$ cat config.mk
export PLATFORM = sky130hd
export DESIGN_NAME = conv_stream_ctrl
export DESIGN_NICKNAME = d
export VERILOG_FILES = /design/src/rtl/conv_stream_ctrl.sv
export SDC_FILE = /design/constraint.sdc
export NUM_CORES = 1
export LEC_CHECK = 0
export CAP_MARGIN = 20
export CORE_MARGIN = 1
export CORE_UTILIZATION = 28
export DETAILED_ROUTE_END_ITERATION = 7
export GPL_ROUTABILITY_DRIVEN = 0
export SETUP_SLACK_MARGIN = 0.05
export SYNTH_ARGS = -nofsm -noshare
export SYNTH_HDL_FRONTEND = slang
export SYNTH_SLANG_ARGS = --single-unit
$ cat constraint.sdc
create_clock -name clk -period 4.7 [get_ports clk]
set_clock_uncertainty 0.05 [all_clocks]
set_input_delay 0.705 -clock clk [delete_from_list [all_inputs] [get_ports clk]]
set_output_delay 0.705 -clock clk [all_outputs]
set_load 0.05 [all_outputs]
$ cat src/rtl/conv_stream_ctrl.sv
// Upstream controller for the convolution line-buffer chain: accepts a raster
// pixel stream, drives the shift chain and emits KxK window strobes with back-pressure.
module conv_stream_ctrl #(
  parameter int WIDTH = 8,
  parameter int IMG_W = 8,
  parameter int IMG_H = 8,
  parameter int K     = 3
) (
  input  logic                     clk,
  input  logic                     rst_n,
  input  logic                     start,
  input  logic                     in_valid,
  output logic                     in_ready,
  input  logic [WIDTH-1:0]         in_data,
  output logic                     sr_ce,
  output logic [WIDTH-1:0]         sr_data,
  output logic                     win_valid,
  input  logic                     win_ready,
  output logic [$clog2(IMG_W)-1:0] win_col,
  output logic [$clog2(IMG_H)-1:0] win_row,
  output logic                     busy,
  output logic                     frame_done
);

  localparam int CW = $clog2(IMG_W);
  localparam int RW = $clog2(IMG_H);

  typedef enum logic [1:0] {IDLE, RUN, DRAIN} state_t;

  state_t        state_reg;
  logic [CW-1:0] col_reg;
  logic [RW-1:0] row_reg;
  logic          win_valid_reg;
  logic [CW-1:0] win_col_reg;
  logic [RW-1:0] win_row_reg;
  logic          busy_reg;
  logic          frame_done_reg;

  logic accept;
  logic last_col;
  logic last_row;
  logic win_hit;
  logic win_free;

  // A new pixel may enter only when the window slot is empty or retiring now,
  // so a pending window is never overwritten.
  assign win_free = !win_valid_reg || win_ready;
  assign in_ready = (state_reg == RUN) && win_free;
  assign accept   = in_valid && in_ready;
  assign sr_ce    = accept;
  assign sr_data  = in_data;

  assign last_col = (col_reg == CW'(IMG_W - 1));
  assign last_row = (row_reg == RW'(IMG_H - 1));
  assign win_hit  = (col_reg >= CW'(K - 1)) && (row_reg >= RW'(K - 1));

  assign win_valid  = win_valid_reg;
  assign win_col    = win_col_reg;
  assign win_row    = win_row_reg;
  assign busy       = busy_reg;
  assign frame_done = frame_done_reg;

  always_ff @(posedge clk or negedge rst_n) begin
    if (!rst_n) begin
      state_reg      <= IDLE;
      col_reg        <= '0;
      row_reg        <= '0;
      win_valid_reg  <= 1'b0;
      win_col_reg    <= '0;
      win_row_reg    <= '0;
      busy_reg       <= 1'b0;
      frame_done_reg <= 1'b0;
    end else begin
      frame_done_reg <= 1'b0;
      if (win_valid_reg && win_ready)
        win_valid_reg <= 1'b0;

      case (state_reg)
        IDLE: begin
          if (start) begin
            state_reg <= RUN;
            busy_reg  <= 1'b1;
            col_reg   <= '0;
            row_reg   <= '0;
          end
        end

        RUN: begin
          if (accept) begin
            // Subtraction only under the guard, so coordinates never underflow.
            if (win_hit) begin
              win_valid_reg <= 1'b1;
              win_col_reg   <= col_reg - CW'(K - 1);
              win_row_reg   <= row_reg - RW'(K - 1);
            end
            if (last_col) begin
              col_reg <= '0;
              if (last_row) begin
                row_reg   <= '0;
                state_reg <= DRAIN;
                busy_reg  <= 1'b0;
              end else begin
                row_reg <= row_reg + 1'b1;
              end
            end else begin
              col_reg <= col_reg + 1'b1;
            end
          end
        end

        DRAIN: begin
          if (win_free) begin
            state_reg      <= IDLE;
            frame_done_reg <= 1'b1;
          end
        end

        default: begin
          state_reg <= IDLE;
          busy_reg  <= 1'b0;
        end
      endcase
    end
  end

endmodule

==> results of run 1 <==
-- Yosys cell counts, types with 2 or more instances --
cell and n:
nor2_1 3, nand2b_1 5, mux2_2 4, dfrtp_1 17, inv_1 11, nor3_1 2
mux2i_1 7, buf_4 8, nand2_1 8, ha_1 6, or2_2 2
-- where the power goes --
group | switching, W | internal [W]
registers | 0.0000414 | 0.000205
clock network | 0.0000482 | 0.0000317
logic | 0.000237 | 0.000160
-- cell usage in the layout (no fill, tap or decap), types with 3 or more instances in the layout --
| cell | count |
|---|---|
| clkbuf_4 | 3 |
| clkdlybuf4s50_1 | 15 |
| dfrtp_1 | 17 |
| ha_1 | 6 |
| inv_1 | 11 |
| mux2_2 | 4 |
| mux2i_1 | 7 |
| nand2_1 | 8 |
| nand2b_1 | 5 |
| nor2_1 | 3 |
-- worst max-delay path by stage --
stage / slack, ns / end
floorplan: 1.83 / sr_ce
global placement: 1.24 / sr_ce
detailed placement: 1.26 / sr_ce
CTS: 1.25 / sr_ce
global route: 1.15 / sr_ce
finish: 1.27 / sr_ce
-- worst reg2reg max path, cell delays in order, from the launching register on --
cell and delay (ns):
dfrtp_1 0.41, ha_1 0.17, ha_1 0.18, inv_1 0.04, or4_1 0.62, mux2i_1 0.16
-- kinds of logic (layout without fill, tap and decap cells) --
family / Yosys count / after routing / share of synthesized area (%)
DFF: 17 / 17 / 46.0
and+or+nand+nor: 28 / 28 / 18.3
adders and majority gates: 6 / 6 / 8.12
muxes: 11 / 11 / 12.4
AOI/OAI and AO/OA: 4 / 4 / 3.25
buffers and inverters: 21 / 30 / 11.9
-- through the flow --
step	worst slack, ns	hold slack (ns)	utilization (%)	std cells	area (um^2)
3_3_place_gp	1.24	0.439	34.2	136	1060
4_1_cts	1.25	0.469	35.1	140	1090
3_5_place_dp	1.26	0.445	34.2	136	1060
5_1_grt	1.15	0.484	35.1	140	1090
2_1_floorplan	1.83	0.359	-	87	925
6_report	1.27	0.463	35.1	140	1090
-- final cells by class --
class	count	area share [%]
clock buffers	3	2.07
multi-input cells	49	35.7
inverters	11	3.79
flip-flops and latches	17	39.1
well taps	44	5.06
repair buffers	15	13.8
clock inverters	1	0.460
-- per-layer routing --
metal / GRT usage, % / up-vias / share of wire, %
li1: - / 298 / -
met1: 12.3 / 287 / 45
met2: 17.0 / 17 / 48
met3: 1.75 / 4 / 4.6
met4: 7.14 / 0 / 2.6
met5: 0 / - / 0
==> reports/results.tsv, run 1 <==
stage	metric	value	unit
worst_setup_path	crit_path_frequent_cell	clkdlybuf4s50_1	
global_route	grt_max_degree	18	
worst_setup_path	cpPeakStageDelay	0.90	ns
floorplanning	die_width	59.5	um
cts	clk_latency	0.29	ns
outcome	run_status	finished clean	
floorplanning	die_h	59.5	um
route	drtPass1Iterations	4	
route	vias	606	
job	drv_cap	0	
cts	post_cts_buffers	0	
worst_setup_path	crit_fanout	5	
sta	finalSetupViolations	0	
route	drt-total-wl	1610	um
worst_setup_path	crit_type	primary input to output port	
cts	cts_buffers	3	
yosys	synth.area.top_cells	dfrtp_1 46%, ha_1 8.1%, mux2i_1 7.6%	
worst_setup_path	cp-start-kind	primary input	
final_layout	n_antenna_cell	0	
worst_setup_path	r2r-end	row_reg[0]	
worst_hold_path	hold_end	win_row[0]	
global_route	grt.total_usage	10.4	%
placed_design	portBuffers	15	
power_and_ir_drop	total_power	0.000724	W
final_layout	drive_gt1_share	14.6	%
yosys	synth_seq_area_share	46.0	%
final_layout	multi_input_area	389	um^2
floorplanning	initial_utilization	29.8	%
worst_setup_path	path_cells	clkdlybuf4s50_1 > inv_1 > nor3_1 > clkdlybuf4s50_1	
worst_setup_path	cp_slowest_cell	clkdlybuf4s50_1	
yosys	ys.flop_type	dfrtp_1	
worst_setup_path	crit_start	in_valid	
cts	htree_num_levels	1	
sta	worst_slew_pin_slew	0.778	ns
global_route	grt.overflow.total	0	
worst_setup_path	reg2reg_from	col_reg[0]	
global_route	grt_first_pass_wirelength	2670	um
sta	maxSlewHeadroom	48.0	%
floorplanning	rows	20	
placed_design	dp_hpwl	1220	um
floorplanning	io_pins	32	
yosys	synthDistinctLibCells	25	
power_and_ir_drop	powerDensity	665	nW/um^2
worst_setup_path	cp.arrival	2.68	ns
cts	clock-sinks	17	
sta	fin_crit_sh	73.0	%
sta	rsz0062_at_grt	false	
route	drt.antenna.violating_nets	0	
worst_setup_path	path_buf_inv	3	
cts	cts_tree	built	
yosys	async_flop_share	100	%
power_and_ir_drop	peakVddDrop	0.174	mV
yosys	yosysTopAreaCellShare	46.0	%
worst_hold_path	hold_start	win_row[0]	
final_layout	nets	116	
yosys	syn_area	925	um^2
sta	slew_viol_final	0	
yosys	ys_ff_latch	17	
worst_setup_path	cp_top_family	buffers and inverters	
sta	max_clock_freq	291	MHz
worst_hold_path	hold_depth	1	
worst_setup_path	cp.required	3.94	ns
cts	cts_hold_buf	0	
yosys	synth_largest_area_cell	dfrtp_1	
cts	clockBufferDepth	2	
worst_setup_path	rrSetupSlack	2.96	ns
worst_setup_path	reg2reg_depth	5	
route	drtIter0Drc	4	
final_layout	regArea	425	um^2
worst_setup_path	end_kind	output port	
sta	finalHoldViolations	0	
yosys	synth_edf_count	0	
global_route	grt_pass1_vias	617	
final_layout	syn_to_final_growth	17.7	%
route	via_per_inst	4.33	
final_layout	fillers	341	
worst_hold_path	hold_path_class	flip-flop to flip-flop	
cts	cts_resized	0	
route	drc	0	
cts	cts_root_buffer	clkbuf_4	
yosys	syn_area_per_cell	10.6	um^2
sta	fin_crit	3.43	ns
sta	finalSetupTns	0	ns
worst_setup_path	cp.depth	4	
route	post_drt_wl_per_cell	11.5	um
cts	clk_pin_slew_worst_paths	0.10	ns
floorplanning	core_area	3100	um^2
yosys	syn-instance-count	87	
yosys	synth_nets	106	
global_route	grt_antenna_before_repair	0	
floorplanning	die_area	3540	um^2
yosys	ys_warn_count	0	
power_and_ir_drop	p_leak	0.534	nW
No activity file was read; power rests on OpenSTA's default activity.
==> inputs of run 2 (changes only) <==
==> constraint.sdc (replaced) <==
create_clock -name clk -period 2.9 [get_ports clk]
set_clock_uncertainty 0.05 [all_clocks]
set_input_delay 0.435 -clock clk [delete_from_list [all_inputs] [get_ports clk]]
set_output_delay 0.435 -clock clk [all_outputs]
set_load 0.05 [all_outputs]
==> reports/results.tsv, run 2 (synthesized netlist as in run 1, its figures left out) <==
stage	metric	value	unit	change
cts	htree_num_levels	1		unchanged
worst_setup_path	cp.depth	4		unchanged
cts	cts_resized	0		unchanged
route	vias	602		-0.66%
sta	slew_viol_final	0		unchanged
worst_setup_path	crit_type	primary input to output port		
worst_setup_path	rrSetupSlack	1.16	ns	-1.80 ns
worst_setup_path	cp.arrival	1.97	ns	-0.71 ns
sta	finalSetupTns	0	ns	unchanged
placed_design	dp_hpwl	1250	um	+2.5%
route	met3_length	87	um	+18%
cts	cts_root_buffer	clkbuf_4		
global_route	grt.overflow.total	0		unchanged
route	drtIter0Drc	24		+20
worst_setup_path	reg2reg_depth	5		unchanged
cts	cts_hold_buf	0		unchanged
floorplanning	die_width	59.5	um	unchanged
job	drv_cap	0		unchanged
worst_setup_path	cp.required	2.41	ns	-1.53 ns
global_route	grt.total_usage	10.1	%	-0.31 points
final_layout	most-common-layout-cells	17 x dfrtp_1, 14 x clkdlybuf4s50_1, 11 x inv_1		
power_and_ir_drop	peakVddDrop	0.205	mV	+18%
power_and_ir_drop	switching_power	0.000529	W	+62%
worst_hold_path	hold_depth	1		unchanged
route	met1_length	669	um	-7.6%
power_and_ir_drop	pwr-share-seq	33.7	%	-0.3 points
final_layout	n_antenna_cell	0		unchanged
final_layout	drive_gt1_share	15.6	%	+1.0 points
floorplanning	rows	20		unchanged
power_and_ir_drop	combPwrFrac	55.9	%	+1.0 points
sta	max_clock_freq	408	MHz	
worst_setup_path	r2r-end	row_reg[1]		
placed_design	portBuffers	15		unchanged
worst_setup_path	endpoint	in_ready		
global_route	grt_first_pass_wirelength	2550	um	-4.4%
worst_setup_path	end_kind	output port		
global_route	grt_max_degree	18		unchanged
worst_setup_path	crit_fanout	7		+2
worst_setup_path	cp-start-kind	primary input		
global_route	grt_antenna_before_repair	0		unchanged
sta	maxSlewHeadroom	50.6	%	+2.6 points
power_and_ir_drop	powerDensity	1070	nW/um^2	+61%
worst_setup_path	path_buf_inv	2		-1
floorplanning	die_h	59.5	um	unchanged
route	drt.antenna.violating_nets	0		unchanged
route	drtPass1Iterations	4		unchanged
cts	clk_pin_slew_worst_paths	0.10	ns	about the same
sta	worst_slew_pin_slew	0.736	ns	-0.0423 ns
worst_setup_path	path_cells	clkdlybuf4s50_1 > nor2b_1 > nor2_1 > clkdlybuf4s50_1		
route	drc	0		unchanged
route	top_layer	met4		
cts	cts_tree	built		
sta	rsz0062_at_grt	false		
route	via_per_inst	4.30		-0.66%
final_layout	layout_commonest_cell	dfrtp_1		
final_layout	nets	116		unchanged
floorplanning	die_area	3540	um^2	unchanged
cts	clockBufferDepth	2		unchanged
outcome	run_status	finished clean		
cts	clk_latency	0.29	ns	about the same
cts	clock-sinks	17		unchanged
worst_setup_path	crit_start	win_ready		
route	drt-total-wl	1560	um	-3.5%
route	post_drt_wl_per_cell	11.1	um	-3.5%
worst_setup_path	reg2reg_from	col_reg[1]		
worst_setup_path	cpPeakStageDelay	0.71	ns	-0.19 ns
worst_setup_path	cp_slowest_cell	clkdlybuf4s50_1		
final_layout	syn_to_final_growth	18.8	%	
power_and_ir_drop	p_leak	0.540	nW	+1.0%
worst_hold_path	hold_path_class	flip-flop to flip-flop		
worst_setup_path	cp_top_family	buffers and inverters		
sta	fin_crit_sh	84.5	%	
final_layout	fillers	338		-0.88%
floorplanning	initial_utilization	29.8	%	unchanged
placed_design	dp_cells	136		unchanged
sta	finalHoldViolations	0		unchanged
cts	post_cts_buffers	0		unchanged
sta	fin_crit	2.45	ns	
floorplanning	io_pins	32		unchanged
power_and_ir_drop	clkPwrFrac	10.4	%	-0.6 points
sta	finalSetupViolations	0		unchanged
power_and_ir_drop	swShare	44.8	%	-0.34 points
route	met2RoutedLength	771	um	+0.13%
power_and_ir_drop	intPower	0.000650	W	+64%
floorplanning	core_area	3100	um^2	unchanged
global_route	grt_pass1_vias	623		+0.97%
final_layout	instances_no_fill	140		unchanged
cts	cts_buffers	3		unchanged
worst_setup_path	crit_path_frequent_cell	clkdlybuf4s50_1		
## run 2: worst min-delay path by stage
stage,to,from,slack [ns]
floorplan,busy,rst_n,0.09
global placement,win_row[1],win_row[1],0.44
detailed placement,win_row[1],win_row[1],0.44
CTS,win_row[1],win_row[1],0.47
global route,win_col[0],win_col[0],0.49
finish,win_row[1],win_row[1],0.47
## run 2: stage by stage
stage	instance area (um^2)	utilization, %	setup WS, ns	hold slack (ns)	total power [W]
floorplan	925	-	0.303	0.0894	0.000892
global placement	1070	34.5	0.459	0.440	0.00105
detailed placement	1070	34.5	0.452	0.445	0.00107
CTS	1100	35.4	0.447	0.468	0.00120
global route	1100	35.4	0.387	0.487	0.00126
finish	1100	35.4	0.449	0.467	0.00118
## run 2: metal layers
layer  vias up  GRT usage [%]
met2        14           16.7
met3         2           1.97
met5         -              0
met1       290           11.1
li1        296              -
met4         0           8.16
## run 2: final cells by class
class                   instances  area [um^2]  area share (%)
multi-input cells              49          389            35.4
clock inverters                 1         5.00           0.456
well taps                      44         55.1            5.01
repair buffers                 15          160            14.6
inverters                      11         41.3            3.76
flip-flops and latches         17          425            38.7
clock buffers                   3         22.5            2.05
## run 2: power by group through the flow
| stage | logic (W) | clock network (W) | registers (W) |
|---|---|---|---|
| CTS | 0.000670 | 0.000130 | 0.000400 |
| global route | 0.000711 | 0.000137 | 0.000412 |
| floorplan | 0.000314 | 0 | 0.000577 |
| detailed placement | 0.000668 | 0 | 0.000406 |
| finish | 0.000659 | 0.000123 | 0.000397 |
| global placement | 0.000653 | 0 | 0.000402 |
